==> src/rtl/group_rr_arbiter_if.sv <==
// Handshake bundle between the group round-robin arbiter and its requesters/consumer.
// Carries the optional per-requester lock vector when LOCK_EN is defined.
interface group_rr_arbiter_if #(
  parameter int unsigned GW = 10,
  parameter int unsigned NG = 4
);
  localparam int unsigned AW = $clog2(NG);

  logic [NG*GW-1:0] x;
  logic [NG-1:0]    req;
  logic [NG-1:0]    gnt;
  logic [AW-1:0]    a;
  logic [GW-1:0]    y;
  logic             vld;
  logic             rdy;
`ifdef LOCK_EN
  logic [NG-1:0]    lock;
`endif

  modport master (
    input  x, req, rdy,
`ifdef LOCK_EN
    input  lock,
`endif
    output gnt, a, y, vld
  );

  modport slave (
    output x, req, rdy,
`ifdef LOCK_EN
    output lock,
`endif
    input  gnt, a, y, vld
  );
endinterface

==> src/rtl/group_rr_arbiter.sv <==
// Round-robin arbiter over NG groups of a shared bus; captures the winning group and holds it
// on a VLD/RDY handshake. Define LOCK_EN to let a locked requester burst without losing the grant.
module group_rr_arbiter #(
  parameter int unsigned GW = 10,
  parameter int unsigned NG = 4
) (
  input logic                 i_clk,
  input logic                 i_rst,
  group_rr_arbiter_if.master  io_bus
);
  localparam int unsigned AW = $clog2(NG);

  typedef enum logic [0:0] {StIdle, StHold} state_e;

  state_e        r_state, w_state_nxt;
  logic [AW-1:0] r_a, w_a_nxt;
  logic [AW-1:0] r_ptr, w_ptr_nxt;
  logic [GW-1:0] r_y, w_y_nxt;
  logic [NG-1:0] w_a_oh;
  logic [NG-1:0] w_elig;
  logic [NG-1:0] w_gnt;
  logic [AW-1:0] w_win;
  logic          w_found;
  logic          w_lock_hold;

  always_comb begin
    w_a_oh      = {{(NG-1){1'b0}}, 1'b1} << r_a;
    w_lock_hold = 1'b0;
`ifdef LOCK_EN
    w_lock_hold = io_bus.lock[r_a] & io_bus.req[r_a];
`endif
    // The requester being granted this cycle may not win the same edge (unless locked).
    w_elig  = (r_state == StHold) ? (io_bus.req & ~w_a_oh) : io_bus.req;
    w_found = 1'b0;
    w_win   = '0;
    for (int k = 1; k <= int'(NG); k++) begin
      if (!w_found && w_elig[(int'(r_ptr) + k) % int'(NG)]) begin
        w_found = 1'b1;
        w_win   = AW'((int'(r_ptr) + k) % int'(NG));
      end
    end
    if (r_state == StHold && w_lock_hold) begin
      w_found = 1'b1;
      w_win   = r_a;
    end
  end

  always_comb begin
    w_state_nxt = r_state;
    w_a_nxt     = r_a;
    w_y_nxt     = r_y;
    w_ptr_nxt   = r_ptr;
    w_gnt       = '0;
    unique case (r_state)
      StIdle: begin
        if (w_found) begin
          w_state_nxt = StHold;
          w_a_nxt     = w_win;
          w_y_nxt     = io_bus.x[int'(w_win)*GW +: GW];
        end
      end
      StHold: begin
        if (io_bus.rdy) begin
          w_gnt     = w_a_oh;
          w_ptr_nxt = w_lock_hold ? r_ptr : r_a;
          if (w_found) begin
            w_a_nxt = w_win;
            w_y_nxt = io_bus.x[int'(w_win)*GW +: GW];
          end else begin
            w_state_nxt = StIdle;
          end
        end
      end
      default: w_state_nxt = StIdle;
    endcase
  end

  always_ff @(posedge i_clk) begin
    if (i_rst) begin
      r_state <= StIdle;
      r_a     <= '0;
      r_y     <= '0;
      r_ptr   <= AW'(NG - 1);
    end else begin
      r_state <= w_state_nxt;
      r_a     <= w_a_nxt;
      r_y     <= w_y_nxt;
      r_ptr   <= w_ptr_nxt;
    end
  end

  assign io_bus.gnt = i_rst ? '0 : w_gnt;
  assign io_bus.a   = r_a;
  assign io_bus.y   = r_y;
  assign io_bus.vld = (r_state == StHold);
endmodule

==> src/flat_wrapper.sv <==
// flat-port wrapper written by rule: the top's interface ports become plain ports
module group_rr_arbiter_flat 
#(
  parameter int unsigned GW = 10,
  parameter int unsigned NG = 4
)
  (i_clk, i_rst, io_bus_x, io_bus_req, io_bus_rdy, io_bus_gnt, io_bus_a, io_bus_y, io_bus_vld);
  group_rr_arbiter_if #(.GW(GW), .NG(NG)) io_bus_i ();
  input logic i_clk;
  input logic i_rst;
  input wire logic [$bits(io_bus_i.x)-1:0] io_bus_x;
  input wire logic [$bits(io_bus_i.req)-1:0] io_bus_req;
  input wire logic [$bits(io_bus_i.rdy)-1:0] io_bus_rdy;
  output wire logic [$bits(io_bus_i.gnt)-1:0] io_bus_gnt;
  output wire logic [$bits(io_bus_i.a)-1:0] io_bus_a;
  output wire logic [$bits(io_bus_i.y)-1:0] io_bus_y;
  output wire logic [$bits(io_bus_i.vld)-1:0] io_bus_vld;
  assign io_bus_i.x = io_bus_x;
  assign io_bus_i.req = io_bus_req;
  assign io_bus_i.rdy = io_bus_rdy;
  assign io_bus_gnt = io_bus_i.gnt;
  assign io_bus_a = io_bus_i.a;
  assign io_bus_y = io_bus_i.y;
  assign io_bus_vld = io_bus_i.vld;
  group_rr_arbiter #(.GW(GW), .NG(NG)) u_core (.i_clk(i_clk), .i_rst(i_rst), .io_bus(io_bus_i));
endmodule
==> config.mk <==
export PLATFORM = sky130hd
export DESIGN_NAME = group_rr_arbiter_flat
export DESIGN_NICKNAME = d
export VERILOG_FILES = /design/src/rtl/group_rr_arbiter_if.sv /design/src/rtl/group_rr_arbiter.sv /design/src/flat_wrapper.sv
export SDC_FILE = /design/constraint.sdc
export NUM_CORES = 1
export LEC_CHECK = 0
export ABC_AREA = 1
export CORE_ASPECT_RATIO = 0.6
export CORE_MARGIN = 2
export CORE_UTILIZATION = 45
export DETAILED_ROUTE_END_ITERATION = 10
export PLACE_DENSITY = 0.86
export SETUP_SLACK_MARGIN = 0.1
export SYNTH_ARGS = -nofsm -noshare
export SYNTH_HDL_FRONTEND = slang
export SYNTH_SLANG_ARGS = --single-unit
==> constraint.sdc <==
create_clock -name i_clk -period 2.75 [get_ports i_clk]
set_input_delay 0.55 -clock i_clk [delete_from_list [all_inputs] [get_ports i_clk]]
set_output_delay 0.55 -clock i_clk [all_outputs]
set_load 0.05 [all_outputs]
# Yosys cells after proc, flatten, opt, wreduce, memory -nomap -nowiden
# Cells that the tools add are included.
# W data, S select, Z words.
totals:
  elab_cells: 67
  output_inout_bits: 17
  register_bits: 15
  inputBits: 47
classes:
  n_bitwise: 7
  add_sub_neg: 4
  shifts: 2
  n_eq_ne: 1
  n_mux: 33
  n_reduce_logical: 11
  n_mul: 1
  magnitude_cmp: 4
ops:
  columns: ["op", "n"]
  rows:
  - ["$shiftx A40 B7 Y10", 1]
  - ["$mux W10", 2]
  - ["$pmux W10 S2", 1]
  - ["$lt A3 B4 Y1 const B", 4]
  - ["$mux W4", 4]
  - ["$mux W1", 14]
  - ["$mux W2", 6]
  - ["$bmux W1 S2", 4]
  - ["$reduce_or A2 Y1", 4]
  - ["$mul A2 B3 Y5 const B", 1]
  - ["$add A2 B1 Y2 const B", 2]
  - ["$add A2 B2 Y2 const B", 2]
  - ["$and A1 B1 Y1 const A", 4]
  - ["$and A4 B4 Y4", 1]
  - ["$not A4 Y4", 1]
  - ["$pmux W2 S2", 1]
  - ["$shl A1 B2 Y4 const A", 1]
  - ["$logic_and A1 B1 Y1", 3]
  - ["$logic_not A1 Y1", 3]
  - ["$ne A2 B2 Y1 const B", 1]
  - ["$pmux W1 S2", 1]
  - ["$reduce_and A2 Y1", 1]
  - ["$not A1 Y1", 1]

# Depth between registers and ports, before layout
logic_depth:
  depth_word: 22
  ltp_mapped: 16
  ltp_nobuf: 16

# Worst setup path after synthesis
# OpenSTA, ideal clock, no wires.
synth_path:
  path_kind: "register to output"
  startpoint: "reg u_core.r_state, in the netlist u_core.io_bus.vld"
  endpoint: "out io_bus_gnt[0]"
  stages_incl_launch_ff: 3
  required_time_ps: 2200
  n_path_buf: 0
  t_arrival_ps: 2029
  path_slack_ps: 171
  cell_sequence: "dfxtp_1 nand3_1 nor3_1"
synth_via:
  elab_chain_len: 2
synth_lines:
  columns: ["element", "line", "rtl"]
  rows:
  - ["start: declaration", "group_rr_arbiter.sv:15", "state_e r_state, w_state_nxt;"]
  - ["start signal: assignment", "group_rr_arbiter.sv:80", "r_state <= StIdle;"]
  - ["start signal: assignment", "group_rr_arbiter.sv:85", "r_state <= w_state_nxt;"]
  - ["$mux W4", "group_rr_arbiter.sv:54", "unique case (r_state)"]
  - ["$mux W4", "group_rr_arbiter.sv:92", "assign io_bus.gnt = i_rst ? '0 : w_gnt;"]
  - ["end: declaration", "flat_wrapper.sv:14", "output wire logic [$bits(io_bus_i.gnt)-1:0] io_bus_gnt;"]
# No other way between the ends.

# Worst setup path in the final report
layout_path:
  startpoint: "in io_bus_req[3]"
  endpoint: "reg u_core.r_y[2], in the netlist u_core.io_bus.y[2]"
layout_via:
  elab_chain_len: 20
layout_lines:
  columns: ["element", "line", "rtl"]
  rows:
  - ["start: declaration", "flat_wrapper.sv:12", "input wire logic [$bits(io_bus_i.req)-1:0] io_bus_req;"]
  - ["$and A4 B4 Y4", "group_rr_arbiter.sv:33", "w_elig = (r_state == StHold) ? (io_bus.req & ~w_a_oh) : io_bus.req;"]
  - ["$mux W4 *", "group_rr_arbiter.sv:33", null]
  - ["$bmux W1 S2", "group_rr_arbiter.sv:37", "if (!w_found && w_elig[(int'(r_ptr) + k) % int'(NG)]) begin"]
  - ["$mux W1 (not written as such) (2 in a row)", "group_rr_arbiter.sv:37", null]
  - ["$mux W1", "group_rr_arbiter.sv:37", null]
  - ["$logic_not A1 Y1", "group_rr_arbiter.sv:37", null]
  - ["$logic_and A1 B1 Y1", "group_rr_arbiter.sv:37", null]
  - ["$mux W1", "group_rr_arbiter.sv:37", null]
  - ["[3 not listed]", null, null]
  - ["$logic_not A1 Y1", "group_rr_arbiter.sv:37", null]
  - ["$logic_and A1 B1 Y1", "group_rr_arbiter.sv:37", null]
  - ["$mux W2", "group_rr_arbiter.sv:37", null]
  - ["$mul A2 B3 Y5", "group_rr_arbiter.sv:59, group_rr_arbiter.sv:68", null]
  - ["$shiftx A40 B7 Y10", "group_rr_arbiter.sv:59, group_rr_arbiter.sv:68", null]
  - ["$mux W10 *", "group_rr_arbiter.sv:56, group_rr_arbiter.sv:66", null]
  - ["$mux W10", "group_rr_arbiter.sv:63", "if (io_bus.rdy) begin"]
  - ["$pmux W10 S2 *", "group_rr_arbiter.sv:54", null]
  - ["end signal: assignment", "group_rr_arbiter.sv:87", "r_y <= w_y_nxt;"]
  - ["end: declaration", "group_rr_arbiter.sv:18", "logic [GW-1:0] r_y, w_y_nxt;"]
# Mark *: on every way between the ends. The rest lies on a longest branch, timed or not. The select of a mux whose other input is x is not followed.
# A chain may end at the register's enable or synchronous reset.

==> run_results.csv <==
group,metric,value,unit
setup_path,cp_cell_sequence,"clkdlybuf4s50_1 -> nand3_1 -> nand3_2 -> nand2_2 -> nand4_2 -> inv_2 -> nor2_8 -> inv_2 -> nor2_4 -> nand3_1 -> nand2_1 -> nor2_1",
power_and_ir_drop,power.switching,0.0007230,W
clocking,numCtsBuffers,3,
sta,whs,0.5795,ns
clocking,clockBufferDepth,2,
placement,dp_cells,325,
sta,min_period,2.337,ns
placement,dp_hpwl,3069,µm
logic_synthesis,synth_area_leaders,"dfxtp_1 (21%), nand2_1 (14%), nand3_1 (13%)",
setup_path,crit_start,"io_bus_req[3]",
clocking,clk_pin_slew,0.06,ns
die,dieArea,3651,µm²
cells_and_area,stdcell_count,329,
clocking,cts.htree.levels,1,
route,drtAntennaViolNets,0,
setup_path,max_stage_delay,0.48,ns
setup_path,criticalPathCategory,"primary input to flip-flop",
setup_path,r2r-start,"u_core.r_ptr[0]",
sta,finalHoldViolations,0,
logic_synthesis,avgSynthCellArea,6.368,µm²
global_routing,grt_max_degree,29,
logic_synthesis,synth_compound_area_share,5.088,%
logic_synthesis,synth_commonest_cells,"nand2_1 (52), nor2_1 (40), nand3_1 (37)",
global_routing,antenna_found_initial,0,
global_routing,grtUsageTotal,21.90,%
logic_synthesis,ys.flop_type,"dfxtp_1",
global_routing,overflow,0,
logic_synthesis,syn_nets,271,
sta,min_period_over_period,84.99,%
sta,max_freq,427.9,MHz
logic_synthesis,synth_cells,224,
logic_synthesis,yosysTopAreaCell,"dfxtp_1",
cells_and_area,diodes,0,
power_and_ir_drop,peakVddDrop,0.0003818,V
logic_synthesis,yosysSeqAreaShare,21.05,%
route,vias_per_cell,4.842,
setup_path,crit_path_end_kind,"flip-flop",
setup_path,cp.arrival,2.48,ns
cells_and_area,syn_to_final_growth,49.74,%
route,dr_total_vias,1593,
power_and_ir_drop,powerDensity,676.6,nW/µm²
power_and_ir_drop,p_leak,1.018,nW
route,initialDrtViolationCount,69,
global_routing,grt_pass1_vias,1396,
logic_synthesis,synth-edff-count,0,
logic_synthesis,muxShareOfSynthArea,0,%
hold_path,hold_class,"flip-flop to flip-flop",
clocking,cts_tree,"done",
cells_and_area,final_layout_size_suffix_gt1_share,15.33,%
sta,grt_setup_unrepaired,"false",
setup_path,required,2.89,ns
die,fp.dieH,47.61,µm
logic_synthesis,synth-xor-area-share,1.930,%
route,drtPass1Iterations,4,
logic_synthesis,ys_ff_latch,15,
global_routing,grt_pass1_wl,6203,µm
route,drt-total-wl,3745,µm
die,io_pins,64,
route,drc,0,
cells_and_area,nets,335,
logic_synthesis,synth_cell_type_count,28,
logic_synthesis,yosysWarnings,0,
power_and_ir_drop,switching_share,50.03,%
logic_synthesis,synth_adder_area_share,0,%
power_and_ir_drop,finalPower,0.001445,W
clocking,cts_hold_buf,0,
sta,setup_violations,0,
setup_path,cp_slowest_cell,"clkdlybuf4s50_1",
outcome,status,"finished clean",
logic_synthesis,synth_top_family_by_area,"simple AND/OR/NAND/NOR gates",
die,core,2947,µm²
sta,finalClockSkew,0.004288,ns
die,start_util,48.41,%
placement,routabilityCongestion,0.8488,
sta,slew_headroom,65.75,%
clocking,cts_resized,0,
power_and_ir_drop,clkPwrFrac,12.3,%
logic_synthesis,synth_most_common_cell,"nand2_1",
power_and_ir_drop,p_seq_share,22.7,%
die,rows,15,
clocking,cts_sinks,15,
cells_and_area,fill_cells,253,
logic_synthesis,synthArstFlopShare,0,%
power_and_ir_drop,p_comb_share,65.0,%
sta,finalSetupTns,0,ns
hold_path,hold_start,"u_core.io_bus.y[1]",
logic_synthesis,syn_area,1426,µm²
sta,worst-slew-pin-transition,0.5122,ns
placement,io_buffers,63,
route,routedWlPerCell,11.38,µm
power_and_ir_drop,p_int,0.0007221,W
die,die_w,76.69,µm
clocking,clock-root-buffer,"clkbuf_8",
sta,finalMaxSlewViolations,0,
setup_path,start_kind,"primary input",
clocking,postCtsSetupBuffers,0,
clocking,insertion_delay,0.25,ns
logic_synthesis,synth_top_area_share,21.05,%
setup_path,path_max_fanout,17,
logic_synthesis,synthSimpleGateAreaFrac,58.07,%
flow_run,cap_violations,0,
## power groups by stage
| stage | clock network [W] | registers, W | logic, W |
|---|---|---|---|
| 2_1_floorplan | 0 | 0.000499 | 0.000539 |
| 3_3_place_gp | 0 | 0.000330 | 0.000922 |
| 3_5_place_dp | 0 | 0.000330 | 0.000936 |
| 4_1_cts | 0.000183 | 0.000326 | 0.000942 |
| 5_1_grt | 0.000196 | 0.000334 | 0.00103 |
| 6_report | 0.000178 | 0.000328 | 0.000939 |
## layer usage
metal / up-vias / GRT usage, % / wire length, µm
met4: 0 / 6.545 / 27
li1: 836 / - / -
met3: 4 / 5.472 / 287
met2: 67 / 35.26 / 1618
met1: 686 / 29.95 / 1812
met5: - / 0 / 0
## state kept, by name (all words and copies together), names as in the netlist
name and count:
u_core.io_bus.vld 1, u_core.io_bus.y 10, u_core.r_ptr 2, u_core.io_bus.a 2
## critical path: cells and delay by family
family / cells / cell delay [ns]
and+or+nand+nor: 9 / 1.28
buffers and inverters: 3 / 0.65
## stage by stage
step | utilization, % | area, µm² | setup WS [ns]
CTS | 72.48 | 2136 | 0.4132
finish | 72.48 | 2136 | 0.4129
floorplan | - | 1426 | 0.1711
global route | 72.48 | 2136 | 0.2549
detailed placement | 70.96 | 2091 | 0.1888
global placement | 70.96 | 2091 | 0.2808
## final timing paths
| kind | endpoint | slack, ns | cells after the start |
|---|---|---|---|
| min reg2reg | u_core.io_bus.y[1] | 0.58 | 4 |
| max reg2reg | u_core.io_bus.y[4] | 0.55 | 12 |
| max | u_core.io_bus.y[2] | 0.41 | 12 |
| min | u_core.io_bus.y[1] | 0.58 | 4 |
## kinds of logic after synthesis
kind of cell / after synthesis
xor+xnor: 1
simple gates: 159
compound gates: 10
buf+inv: 39
flops: 15
## cell type report
class | count | area [µm²] | area share (%)
flip-flops and latches | 15 | 300.3 | 14.06
multi-input cells | 170 | 928.4 | 43.47
clock buffers | 4 | 45.04 | 2.109
well taps | 42 | 52.55 | 2.460
repair buffers | 65 | 685.7 | 32.10
inverters | 33 | 123.9 | 5.800
## cell usage in the layout, fill, tap and decap left out
cell type / n
nor2_4: 1
nand2_1: 52
nand4_1: 1
xnor2_4: 1
clkbuf_8: 3
nor3b_2: 7
o21ai_0: 1
nor2_8: 1
clkbuf_1: 1
nand2_4: 2
nor2_1: 40
inv_1: 26
dfxtp_1: 15
o21ai_4: 1
buf_4: 2
clkdlybuf4s50_1: 59
nand3_2: 6
nor3_1: 4
nor2_2: 1
nand4_2: 1
nand2_2: 5
o211ai_1: 2
buf_12: 4
nand2_8: 1
a211oi_1: 1
nand3_1: 37
o21ai_2: 1
a21oi_1: 4
inv_2: 7
Power figures use the tool's default switching activity.
